==> config.mk <==
export PLATFORM = sky130hd
export DESIGN_NAME = serial_adder
export DESIGN_NICKNAME = d
export VERILOG_FILES = /design/src/rtl/serial_adder_pkg.sv /design/src/rtl/full_adder.sv /design/src/rtl/half_adder.sv /design/src/rtl/serial_adder.sv
export SDC_FILE = /design/constraint.sdc
export NUM_CORES = 1
export LEC_CHECK = 0
export ABC_AREA = 0
export CORE_UTILIZATION = 50
export DETAILED_ROUTE_END_ITERATION = 10
export GPL_ROUTABILITY_DRIVEN = 1
export PLACE_DENSITY = 0.81
export SYNTH_ARGS = -nofsm -noshare
export SYNTH_HDL_FRONTEND = slang
export SYNTH_SLANG_ARGS = --single-unit
export TNS_END_PERCENT = 1
==> constraint.sdc <==
create_clock -name clk -period 1.8 [get_ports clk]
set_clock_uncertainty 0.1 [all_clocks]
set_input_delay 0.18 -clock clk [delete_from_list [all_inputs] [get_ports clk]]
set_output_delay 0.18 -clock clk [all_outputs]
set_load 0.005 [all_outputs]
==> src/rtl/serial_adder_pkg.sv <==
// Shared definitions for the bit-serial adder: FSM state encodings.
// The encoding 2'd3 is never produced; the FSM treats it as IDLE.
package serial_adder_pkg;

    typedef enum logic [1:0] {
        ST_IDLE = 2'd0,
        ST_RUN  = 2'd1,
        ST_DONE = 2'd2
    } state_t;

endpackage

==> src/rtl/full_adder.sv <==
// Full adder built from two half adders with an OR of their carries.
// Purely combinational, zero latency, no flow control.
module full_adder (
    input  logic A,
    input  logic B,
    input  logic Cin,
    output logic Sum,
    output logic Cout
);

    logic s0, c0, c1;

    half_adder u_ha0 (.a(A),  .b(B),   .s(s0),  .c(c0));
    half_adder u_ha1 (.a(s0), .b(Cin), .s(Sum), .c(c1));

    assign Cout = c0 | c1;

endmodule

==> src/rtl/half_adder.sv <==
// Half adder cell: s = a ^ b, c = a & b.
// Purely combinational, zero latency, no flow control.
module half_adder (
    input  logic a,
    input  logic b,
    output logic s,
    output logic c
);

    assign s = a ^ b;
    assign c = a & b;

endmodule

==> src/rtl/serial_adder.sv <==
// Bit-serial adder: {Cout,Sum} = A + B + Cin, one bit per clock, LSB first.
// Latency WIDTH+1 cycles from accept to done; start is ignored while busy or done.
module serial_adder #(
    parameter int WIDTH = 8
) (
    input  logic             clk,
    input  logic             rst,
    input  logic             start,
    input  logic [WIDTH-1:0] A,
    input  logic [WIDTH-1:0] B,
    input  logic             Cin,
    output logic             busy,
    output logic             done,
    output logic [WIDTH-1:0] Sum,
    output logic             Cout
);

    import serial_adder_pkg::*;

    localparam int CW = $clog2(WIDTH + 1);
    localparam logic [CW-1:0] LAST = CW'(WIDTH - 1);

    state_t           state, state_nxt;
    logic [WIDTH-1:0] a_sh, b_sh, sum_sh, sum_nxt;
    logic             carry;
    logic [CW-1:0]    cnt;
    logic             fa_s, fa_c;

    full_adder u_fa (
        .A   (a_sh[0]),
        .B   (b_sh[0]),
        .Cin (carry),
        .Sum (fa_s),
        .Cout(fa_c)
    );

    // The new sum bit enters at the MSB so the LSB-first result ends up aligned.
    generate
        if (WIDTH == 1) begin : g_w1
            assign sum_nxt = fa_s;
        end else begin : g_wn
            assign sum_nxt = {fa_s, sum_sh[WIDTH-1:1]};
        end
    endgenerate

    always_ff @(posedge clk or posedge rst) begin
        if (rst) begin
            state <= ST_IDLE;
        end else begin
            state <= state_nxt;
        end
    end

    always_comb begin
        state_nxt = ST_IDLE;
        case (state)
            ST_IDLE: state_nxt = start ? ST_RUN : ST_IDLE;
            ST_RUN:  state_nxt = (cnt == LAST) ? ST_DONE : ST_RUN;
            ST_DONE: state_nxt = ST_IDLE;
            default: state_nxt = ST_IDLE;
        endcase
    end

    always_comb begin
        busy = (state == ST_RUN);
        done = (state == ST_DONE);
    end

    always_ff @(posedge clk or posedge rst) begin
        if (rst) begin
            a_sh   <= '0;
            b_sh   <= '0;
            sum_sh <= '0;
            carry  <= 1'b0;
            cnt    <= '0;
            Sum    <= '0;
            Cout   <= 1'b0;
        end else begin
            case (state)
                ST_IDLE: begin
                    if (start) begin
                        a_sh   <= A;
                        b_sh   <= B;
                        carry  <= Cin;
                        cnt    <= '0;
                        sum_sh <= '0;
                    end
                end
                ST_RUN: begin
                    a_sh   <= a_sh >> 1;
                    b_sh   <= b_sh >> 1;
                    sum_sh <= sum_nxt;
                    carry  <= fa_c;
                    cnt    <= cnt + 1'b1;
                    if (cnt == LAST) begin
                        Sum  <= sum_nxt;
                        Cout <= fa_c;
                    end
                end
                default: ;
            endcase
        end
    end

endmodule
# [After elaboration in Yosys (flattened, before gate mapping)]
# Index checks and enable logic that the tools add are counted.
[totals] register_bits=40 latchBits=0 mem_bits_rw=0 mem_bits_ro=0 input_bits=20 out_inout_bits=11 wordCells=35 mem_count=0
[classes] n_addsub=1 n_mul=0 div=0 order_cmp=0 n_eq_ne=4 n_shift=0 n_mux=13 bitwise=5 n_reduce_logical=4
[ops] op="8-bit one-hot mux with 2 select lines" count=3
[ops] op="8-bit 2-to-1 mux" count=3
[ops] op="4-bit one-hot mux with 2 select lines" count=1
[ops] op="4-bit by 1-bit adder with 4-bit output, second input constant" count=1
[ops] op="4-bit by 3-bit equality test with 1-bit output, second input constant" count=1
[ops] op="4-bit 2-to-1 mux" count=1
[ops] op="2-bit one-hot mux with 2 select lines" count=1
[ops] op="2-bit AND reduction" count=2
[ops] op="1-bit AND" count=2
[ops] op="2-bit by 1-bit equality test with 1-bit output, second input constant" count=1
[ops] op="2-bit equality test, second input constant" count=1
[ops] op="2-bit logical NOT" count=1
[ops] op="1-bit 2-to-1 mux" count=2
[ops] op="2-bit 2-to-1 mux" count=1
[ops] op="2-bit != test, second input constant" count=1
[ops] op="1-bit one-hot mux with 2 select lines" count=1
[ops] op="2-bit nonzero test" count=1
[ops] op="1-bit XOR" count=2
[ops] op="1-bit OR" count=1

# [Longest topological paths before layout]
# Gate-level depths: netlist (run 1).
[logic_depth] depth_word=4 mapped_depth=6

# [Hierarchy]
# Synthesis (run 1) repeated with hierarchy kept, for this count alone.
[unflattened] hier_cells=154 area_unflattened_um2=1621.6
[by_module_without_submodules] mod="serial_adder" n_inst=1 cells_each=151 area_per_inst_um2=1590.3 seq_area_each_um2=975.9
[by_module_without_submodules] mod="half_adder" n_inst=2 cells_each=1 area_per_inst_um2=12.5 seq_area_each_um2=0.0
[by_module_without_submodules] mod="full_adder" n_inst=1 cells_each=1 area_per_inst_um2=6.3 seq_area_each_um2=0.0

# [Worst setup path after synthesis (run 1)]
# Ideal clock, no wire load.
[synth_path] kind="reg2reg" start="register state[1]" end="register Cout" t_arrival_ns=1.377 required_time_ns=1.575 setup_slack_ns=0.198 stages_incl_launch_ff=5 path_buffers=1 synth_period_minus_slack_ns=1.602 cell_sequence="dfrtp_1 > nand2b_1 > buf_6 > nor3_4 > mux2_2"
[synth_between] elab_chain_len=2
[synth_lines] element="start: declaration" line_no="serial_adder.sv:23" rtl="state_t state, state_nxt;"
[synth_lines] element="start signal: assignment" line_no="serial_adder.sv:50" rtl="state <= state_nxt;"
[synth_lines] element="2-bit by 1-bit equality test with 1-bit output" line_no="serial_adder.sv:79" rtl="case (state)"
[synth_lines] element="2-bit AND reduction (no line)"
[synth_lines] element="end signal: assignment" line_no="serial_adder.sv:77" rtl="Cout <= 1'b0;"
[synth_lines] element="end signal: assignment" line_no="serial_adder.sv:97" rtl="Cout <= fa_c;"
[synth_lines] element="end: declaration" line_no="serial_adder.sv:15" rtl="output logic Cout"
# No other way between the ends.
# A chain may end at the register's enable or synchronous reset.

# [Worst setup path after layout (run 1)]
[layout_path] start="register state[1]" end="output port busy"
[layout_between] elab_chain_len=1
[layout_lines] element="2-bit by 1-bit equality test with 1-bit output" line_no="serial_adder.sv:65" rtl="busy = (state == ST_RUN);"
[layout_lines] element="end: declaration" line_no="serial_adder.sv:12" rtl="output logic busy,"
# No other way between the ends.

==> impl_metrics.csv, run 1 <==
group,metric,value,unit
clock_network,clock-root-buffer,"clkbuf_4",
clock_network,clk_pin_slew,110,ps
worst_setup_path,cp_cell_sequence,"nand2b_4, clkinv_4, clkdlybuf4s50_1",
worst_setup_path,worst-path-max-fanout,4,
detailed_routing,dr_wl_met3,130,µm
sta,setup_ws,55.84,ps
sta,fmax,0.5733,GHz
finish,layout_common_cells,"nand2_1 (48), dfrtp_1 (38), clkdlybuf4s50_1 (29)",
floorplan,dieArea,3490,µm²
detailed_routing,postRouteAntennaNets,0,
finish,regArea,977.2,µm²
sta,slew_headroom,0.6121,
sta,rsz0062_at_grt,"no",
detailed_routing,firstDrtPassIters,4,
finish,n_antenna_cell,0,
place,portBuffers,30,
finish,layout.nets,211,
yosys,synth_nets,174,
sta,tightest_slew,581.4,ps
finish,final_area,2073,µm²
yosys,synthCells,152,
detailed_routing,dr.max_layer_used,"met4",
global_route,grt_overflow,0,
floorplan,die_height,59.08,µm
global_route,antenna_found_initial,0,
yosys,avgSynthCellArea,10.72,µm²
clock_network,htreeDepth,2,
finish,final_common_cell,"nand2_1",
clock_network,numCtsBuffers,5,
yosys,yosysWarnings,0,
detailed_routing,via_count,1252,
finish,multi_input_area,615.6,µm²
floorplan,ios,31,
worst_setup_path,arrival,1460,ps
place,hpwl,2.174,mm
worst_setup_path,path_class,"flop to output pin",
finish,utilization,0.6736,
clock_network,hold_buffers,0,
worst_hold_path,min_path_type,"primary input to asynchronous set/reset pin",
worst_setup_path,start_kind,"flop",
clock_network,clkLatencyLatePin,350,ps
sta,whs,141.2,ps
clock_network,cts_sinks,39,
yosys,syn_area,1629,µm²
detailed_routing,wl_met1,1.439,mm
worst_setup_path,crit_required,1520,ps
floorplan,initial_core_util,0.5293,
status,status,"finished clean",
place,place_congestion,0.7368,
global_route,track_usage,0.2207,
worst_setup_path,crit_path_top_delay_cell,"clkdlybuf4s50_1",
detailed_routing,wl,3.206,mm
sta,fin_crit_sh,0.9690,
detailed_routing,drc,0,
power,power.density,1571,nW/µm²
place,post-place-ws,-20.36,ps
detailed_routing,drtIter0Drc,43,
power,power,3.257,mW
global_route,grt_max_degree,40,
sta,finalWorstPathRequiredPeriod,1744,ps
detailed_routing,routed-wl-met2,1.558,mm
job,maxCapViolations,0,
finish,fillers,259,
power,ir_worst_vdd,816.0,µV
global_route,grt_pass1_wl,5.520,mm
yosys,synth-seq-cells,39,
floorplan,die_w,59.08,µm
clock_network,cts_tree,"done",
sta,setup_viol,0,
clock_network,clk_path_buf_depth,2,
place,place_area,1988,µm²
worst_setup_path,cpPeakStageDelay,480,ps
sta,hold_viol_final,0,
finish,area_delta_synth_final,27.27,%
sta,final_max_slew_viol_count,0,
detailed_routing,wl_per_cell,13.70,µm
finish,drive_gt1_frac,0.1632,
floorplan,rows,20,
yosys,synth.distinct_cells,26,
yosys,ys_seq_area_frac,0.5991,
global_route,grt_pass1_vias,1218,
floorplan,fp.coreArea,3078,µm²
detailed_routing,vias_per_cell,5.350,
power,leakagePower,1.008,nW
worst_setup_path,endpoint_kind,"output pin",
-- final cells by class --
| class | instances | share of cell area |
|---|---|---|
| clock buffers | 7 | 0.02173 |
| clock inverters | 1 | 0.002414 |
| inverters | 2 | 0.006035 |
| multi-input cells | 103 | 0.2969 |
| flip-flops and latches | 39 | 0.4713 |
| well taps | 44 | 0.02655 |
| repair buffers | 38 | 0.1750 |
-- cell usage after synthesis --
| library cell | count | area (µm²) |
|---|---|---|
| a21oi_1 | 1 | 5.000 |
| a22oi_1 | 12 | 90.09 |
| and2b_1 | 1 | 7.510 |
| buf_2 | 3 | 15.01 |
| buf_6 | 1 | 11.26 |
| clkbuf_1 | 4 | 15.01 |
| clkinv_1 | 1 | 3.750 |
| dfrtp_1 | 39 | 975.9 |
| fa_1 | 1 | 20.02 |
| ha_1 | 1 | 12.51 |
| inv_1 | 1 | 3.750 |
| mux2_2 | 9 | 101.4 |
| mux2i_1 | 1 | 10.01 |
| nand2_1 | 48 | 180.2 |
| nand2b_1 | 1 | 6.260 |
| nand3_1 | 10 | 50.05 |
| nand4_1 | 1 | 6.260 |
| nor2_1 | 3 | 11.26 |
| nor3_1 | 3 | 15.01 |
| nor3_4 | 1 | 16.27 |
| nor3b_2 | 1 | 12.51 |
| o21ai_0 | 3 | 15.01 |
| o21ba_2 | 1 | 10.01 |
| o21bai_1 | 1 | 7.510 |
| o22ai_1 | 3 | 18.77 |
| or3b_2 | 1 | 8.760 |
-- routing by layer --
layer / GRT usage / vias to the layer above
met5: 0 / -
met4: 0.1054 / 0
met3: 0.07205 / 10
met2: 0.3458 / 28
met1: 0.2774 / 621
li1: - / 593
-- power by group --
group          internal [mW]  leakage, nW  total (mW)  switching [mW]
logic                  0.683        0.481        1.34           0.656
registers               1.25        0.497        1.49           0.244
clock network          0.152       0.0293       0.425           0.272
-- flip-flops by register name, indices dropped and copies added, names as in the netlist --
name	cells
state	2
carry	1
Sum	8
b_sh	8
cnt	4
a_sh	8
Cout	1
sum_sh	7
-- worst max-delay path, delay by kind of cell, from the launching register on --
| kind | cells | cell delay (ps) |
|---|---|---|
| buffers and inverters | 2 | 540 |
| and+or+nand+nor | 1 | 180 |
| DFF | 1 | 400 |
-- logic make-up after synthesis --
group	synth area share
mux	0.06836
compound gates	0.08986
buf+inv	0.02994
fa+ha+maj	0.01997
flops	0.5991
simple gates	0.1928
-- repair_timing --
item	CTS	global route
buffers inserted	2	0
endpoints found under the setup margin	1	2
gates cloned	0	0
gates resized for setup	5	2
-- path summary, 6_finish.rpt --
check,from,end,slack [ps],cells after the start
hold / removal,rst,sum_sh[4]$_DFFE_PP0P_,140,3
hold reg to reg,b_sh[2]$_DFFE_PP0P_,b_sh[2]$_DFFE_PP0P_,390,2
setup / recovery,state[1]$_DFF_PP0_,busy,60,3
setup reg to reg,state[1]$_DFF_PP0_,a_sh[4]$_DFFE_PP0P_,160,4
min in group clk,A[7],a_sh[7]$_DFFE_PP0P_,280,3
max in group asynchronous,rst,state[0]$_DFF_PP0_,1110,3
-- through the flow --
step                      TNS, ps  std cells
after floorplan                 0        152
after global placement          0        224
after detailed placement   -34.07        224
after CTS                       0        234
after global routing            0        234
final                           0        234
No activity file was read; power rests on OpenSTA's default activity.
==> run 2, diff against run 1 <==
GPL_TIMING_DRIVEN = 0   (was not set)
TNS_END_PERCENT = not set   (was 1)
==> run 2 against run 1 <==
  * Core utilization is 0.33 points higher
  * Combinational power is 4% higher
  * Cell area is 0.48% higher
  * Count of clock-buffer cells in the layout is 1 lower
  * Clock power is 5.4% lower
  * Sequential power hardly changed
  * Setup slack better by 16 ps
  * Sequential cell count stayed put
  * Via count is 2.6% lower
  * Critical path depth stayed put
  * Global-route usage is 0.15 points lower
  * Critical path type unchanged
==> impl_metrics.csv, run 2 (synthesis results as in run 1) <==
group,metric,value,unit
status,status,"finished clean",
power,leakagePower,0.9958,nW
power,pwr-share-seq,0.453,
global_route,grt_max_degree,40,
power,p_int,2.094,mW
sta,hold_viol_final,0,
finish,largestRegisters,"Sum x8, a_sh x8, b_sh x8",
floorplan,rows,20,
sta,rsz0062_at_grt,"no",
job,maxCapViolations,0,
global_route,antenna_found_initial,0,
clock_network,clk_path_buf_depth,2,
power,ir_worst_vdd,755.7,µV
floorplan,die_w,59.08,µm
sta,final_max_slew_viol_count,0,
worst_setup_path,reg2reg_from,"state[1]$_DFF_PP0_",
clock_network,clock-root-buffer,"clkbuf_4",
detailed_routing,drc,0,
floorplan,ios,31,
detailed_routing,wl,3.264,mm
clock_network,htreeDepth,2,
sta,whs,183.5,ps
sta,fin_tns_setup,0,ps
sta,fmax,0.5785,GHz
worst_setup_path,cp_cell_sequence,"buf_4, and2b_1, clkdlybuf4s50_1",
global_route,grt_util_met3,0.06550,
place,hpwl,2.179,mm
sta,fin_crit_sh,0.9603,
worst_setup_path,crit_path_top_delay_cell,"clkdlybuf4s50_1",
worst_setup_path,crit_family,"buffers and inverters",
power,power.density,1574,nW/µm²
worst_setup_path,path_class,"flop to output pin",
worst_setup_path,r2r_slack,130,ps
finish,n_antenna_cell,0,
global_route,grt.busiest_layer,"met2",
worst_setup_path,endpoint_kind,"output pin",
clock_network,numCtsBuffers,5,
floorplan,initial_core_util,0.5293,
power,clkPwrFrac,0.123,
place,post-place-ws,-114.4,ps
finish,layout.nets,215,
finish,final_common_cell,"nand2_1",
global_route,met2_usage,0.3393,
worst_setup_path,rr_worst_depth,5,
worst_setup_path,r2r-end,"sum_sh[2]$_DFFE_PP0P_",
worst_hold_path,min_path_type,"primary input to asynchronous set/reset pin",
sta,tightest_slew,780.5,ps
floorplan,fp.coreArea,3078,µm²
power,p_sw,1.184,mW
place,place_congestion,0.7932,
power,pwr-share-comb,0.424,
sta,slew_headroom,0.4789,
worst_setup_path,crit_required,1520,ps
clock_network,cts_sinks,39,
detailed_routing,via_count,1219,
worst_setup_path,arrival,1450,ps
power,swShare,0.3611,
global_route,grt.met1_usage,0.2784,
place,place_inst,226,
sta,finalWorstPathRequiredPeriod,1729,ps
finish,fin_cells,236,
finish,layout_common_cells,"nand2_1 (48), dfrtp_1 (39), clkdlybuf4s50_1 (29)",
global_route,track_usage,0.2192,
detailed_routing,drtIter0Drc,72,
detailed_routing,postRouteAntennaNets,0,
global_route,grt_pass1_wl,5.506,mm
detailed_routing,firstDrtPassIters,4,
finish,area_delta_synth_final,27.88,%
clock_network,clkLatencyLatePin,350,ps
sta,setup_ws,71.50,ps
clock_network,clk_pin_slew,110,ps
detailed_routing,wl_per_cell,13.83,µm
detailed_routing,vias_per_cell,5.165,
clock_network,cts_tree,"done",
global_route,grt_pass1_vias,1236,
global_route,grt_overflow,0,
worst_setup_path,worst-path-max-fanout,4,
worst_setup_path,cpPeakStageDelay,430,ps
worst_setup_path,start_kind,"flop",
worst_setup_path,worst-path-buf-inv,2,
floorplan,die_height,59.08,µm
place,portBuffers,30,
finish,drive_gt1_frac,0.1615,
floorplan,dieArea,3490,µm²
sta,setup_viol,0,
[run 2: cell types whose count changed in the layout (fill, tap and decap cells not counted), sizes merged]
cell	before	now
buf	8	9
clkbuf	7	9
clkinv	2	0
dlygate4sd2	0	1
dlymetal6s2s	1	0
inv	1	2
[run 2: cell type report]
cell class | instances | area [µm²]
Timing Repair Buffer | 36 | 356.6
Clock buffer | 6 | 41.29
Inverter | 2 | 15.01
Tap cell | 44 | 55.05
Sequential cell | 39 | 975.9
Multi-Input combinational cell | 103 | 604.3
Buffer | 6 | 35.03
Fill cell | 257 | 994.7
[run 2: power by group through the flow]
stage                     logic (mW)  registers [mW]  clock network, mW
after floorplan                0.837            1.45                  0
after global placement          1.23            1.48                  0
after detailed placement        1.29            1.51                  0
after CTS                       1.38            1.49              0.414
after global routing            1.56            1.53              0.447
final                           1.39            1.49              0.402
[run 2: worst max-delay path by stage]
stage | cells after the start | start | end | slack (ps)
floorplan | 4 | state[1]$_DFF_PP0_ | Cout$_DFFE_PP0P_ | 200
global placement | 2 | rst | a_sh[2]$_DFFE_PP0P_ | -130
detailed placement | 5 | state[1]$_DFF_PP0_ | busy | -110
CTS | 5 | state[0]$_DFF_PP0_ | carry$_DFFE_PP0P_ | 30
global route | 3 | state[1]$_DFF_PP0_ | done | 20
finish | 3 | state[1]$_DFF_PP0_ | done | 70
[run 2: metrics by stage]
step / utilization / power (mW) / cell area (µm²)
2_1_floorplan: - / 2.291 / 1629
3_3_place_gp: 0.6447 / 2.715 / 1984
3_5_place_dp: 0.6447 / 2.797 / 1984
4_1_cts: 0.6711 / 3.278 / 2066
5_1_grt: 0.6768 / 3.539 / 2083
6_report: 0.6768 / 3.278 / 2083
[run 2: routing by layer]
layer / wire, µm / vias up
met2: 1636 / 30
met1: 1399 / 585
met4: 63 / 0
met5: 0 / -
li1: - / 599
met3: 165 / 5
[run 2: worst reg2reg max path, stage by stage (launching register included)]
cell,delay (ps)
dfrtp_1,390
buf_4,140
or3b_2,550
buf_2,230
nand3_1,100
nand2_1,60
[run 2: what timing repair did]
action,4_1_cts,5_1_grt
setup endpoints to repair,1,28
gates resized for setup,5,5
hold buffers,0,0
buffers inserted,4,2
pin swaps,0,1
==> run 3, diff against run 2 <==
CORE_ASPECT_RATIO = 2   (was not set)
==> run 3 against run 2 <==
  * Wire length is 6.3% higher
  * Cell area rose by 4.4%
  * Combinational power grew 8%
  * First-iteration DRC count decreased by 42%
  * Register-to-register slack got worse by 20 ps
  * Core utilization grew 2.0 points
  * Via count increased by 5.7%
  * Critical path depth increased by 2
  * Sequential power barely moved
  * Worst hold slack better by 89 ps
  * Sequential cell count unchanged
  * Critical path type is now flop to flop
  * Largest power group is now combinational logic
==> impl_metrics.csv, run 3 (synthesis results as in run 1) <==
group,metric,value,unit
sta,tightest_slew,885.7,ps
global_route,grt_pass1_wl,6.092,mm
worst_hold_path,min_path_type,"primary input to asynchronous set/reset pin",
detailed_routing,postRouteAntennaNets,0,
finish,fillers,248,
global_route,grt_max_degree,22,
power,p_int,2.320,mW
worst_setup_path,cp_cell_sequence,"buf_4, or3b_2, clkbuf_4, nand3_1, nand2_1",
global_route,track_usage,0.2336,
detailed_routing,wl_per_cell,15.35,µm
finish,area_delta_synth_final,33.49,%
worst_setup_path,arrival,1770,ps
detailed_routing,via_count,1289,
power,power.density,1644,nW/µm²
detailed_routing,vias_per_cell,5.704,
worst_setup_path,path_class,"flop to flop",
sta,fin_tns_setup,0,ps
floorplan,ios,31,
sta,slew_headroom,0.4089,
power,leakagePower,1.063,nW
worst_setup_path,worst-path-max-fanout,10,
clock_network,clock-root-buffer,"clkbuf_8",
place,place_area,1996,µm²
power,swShare,0.3508,
sta,rsz0062_at_grt,"no",
power,power,3.574,mW
finish,layout_common_cells,"nand2_1 (48), dfrtp_1 (39), clkdlybuf4s50_1 (28)",
place,place_congestion,0.8122,
worst_setup_path,crit_required,1880,ps
power,clkPwrFrac,0.165,
clock_network,cts_tree,"done",
power,ir_worst_vdd,939.7,µV
power,pwr-share-seq,0.416,
floorplan,fp.coreArea,3120,µm²
finish,n_antenna_cell,0,
floorplan,rows,29,
detailed_routing,drc,0,
place,place_inst,214,
sta,setup_viol,0,
worst_setup_path,start_kind,"flop",
job,maxCapViolations,0,
power,pwr-share-comb,0.419,
clock_network,htreeDepth,2,
power,p_sw,1.254,mW
floorplan,initial_core_util,0.5221,
floorplan,die_height,82.72,µm
clock_network,clk_pin_slew,70,ps
sta,final_max_slew_viol_count,0,
sta,fin_crit_sh,0.9362,
clock_network,hold_buffers,0,
clock_network,numCtsBuffers,5,
floorplan,dieArea,3504,µm²
worst_setup_path,endpoint_kind,"flop",
global_route,grt_overflow,0,
clock_network,clkLatencyLatePin,290,ps
place,hpwl,2.522,mm
finish,final_common_cell,"nand2_1",
clock_network,clk_path_buf_depth,2,
clock_network,cts_sinks,39,
sta,finalWorstPathRequiredPeriod,1685,ps
finish,drive_gt1_frac,0.1744,
detailed_routing,wl,3.468,mm
global_route,grt_pass1_vias,1439,
finish,layout.nets,217,
finish,fin_cells,226,
finish,regArea,975.9,µm²
place,portBuffers,30,
status,status,"finished clean",
detailed_routing,drtIter0Drc,42,
detailed_routing,firstDrtPassIters,4,
sta,hold_viol_final,0,
finish,largestRegisters,"Sum x8, a_sh x8, b_sh x8",
finish,final_area,2175,µm²
floorplan,die_w,42.36,µm
sta,fmax,0.5934,GHz
finish,multi_input_area,604.3,µm²
worst_setup_path,cpPeakStageDelay,550,ps
worst_setup_path,crit_path_top_delay_cell,"or3b_2",
global_route,antenna_found_initial,0,
==> run 3: per-layer routing <==
layer / track usage / up-vias / part of all wire
met5: 0 / - / 0
met4: 0.1344 / 0 / 0.035
met3: 0.05000 / 14 / 0.037
met2: 0.4292 / 40 / 0.57
met1: 0.2381 / 634 / 0.36
li1: - / 601 / -
==> run 3: power groups by stage <==
stage	sequential (mW)	combinational [mW]	clock [mW]
3_3_place_gp	1.48	1.24	0
2_1_floorplan	1.45	0.837	0
6_report	1.49	1.50	0.589
3_5_place_dp	1.52	1.30	0
4_1_cts	1.49	1.50	0.604
5_1_grt	1.54	1.65	0.635
==> run 3: worst paths after layout <==
path / slack (ps) / depth (start not counted) / end / from
hold reg to reg: 380 / 2 / b_sh[4]$_DFFE_PP0P_ / b_sh[4]$_DFFE_PP0P_
setup reg to reg: 110 / 5 / sum_sh[1]$_DFFE_PP0P_ / state[1]$_DFF_PP0_
max in group asynchronous: 750 / 3 / state[0]$_DFF_PP0_ / rst
hold / removal: 270 / 2 / b_sh[2]$_DFFE_PP0P_ / rst
setup / recovery: 110 / 5 / sum_sh[1]$_DFFE_PP0P_ / state[1]$_DFF_PP0_
min in group clk: 320 / 3 / a_sh[7]$_DFFE_PP0P_ / A[7]
==> run 3: cell type report <==
| class | count | share of cell area |
|---|---|---|
| plain buffers | 7 | 0.02244 |
| clock inverters | 1 | 0.002301 |
| repair buffers | 37 | 0.1835 |
| inverters | 2 | 0.009206 |
| well taps | 31 | 0.01784 |
| multi-input cells | 103 | 0.2779 |
| clock buffers | 6 | 0.03797 |
| flip-flops and latches | 39 | 0.4488 |
==> run 3: repair_timing <==
| action | 4_1_cts | 5_1_grt |
|---|---|---|
| pin swaps | 1 | 0 |
| gates resized for setup | 6 | 6 |
| endpoints found under the setup margin | 9 | 20 |
| buffers inserted | 6 | 0 |
==> run 3: critical path, delay by kind of cell, from the launching register on <==
family	cells	cell delay, ps
buffers and inverters	2	380
and+or+nand+nor	3	710
DFF	1	380
==> run 3: through the flow <==
stage | utilization | hold slack, ps | setup WS (ps)
floorplan | - | 185.4 | 197.8
CTS | 0.6957 | 291.4 | 12.80
finish | 0.6969 | 272.6 | 114.9
global route | 0.6969 | 351.5 | 48.51
detailed placement | 0.6395 | 368.9 | -124.7
global placement | 0.6307 | 358.4 | -117.8
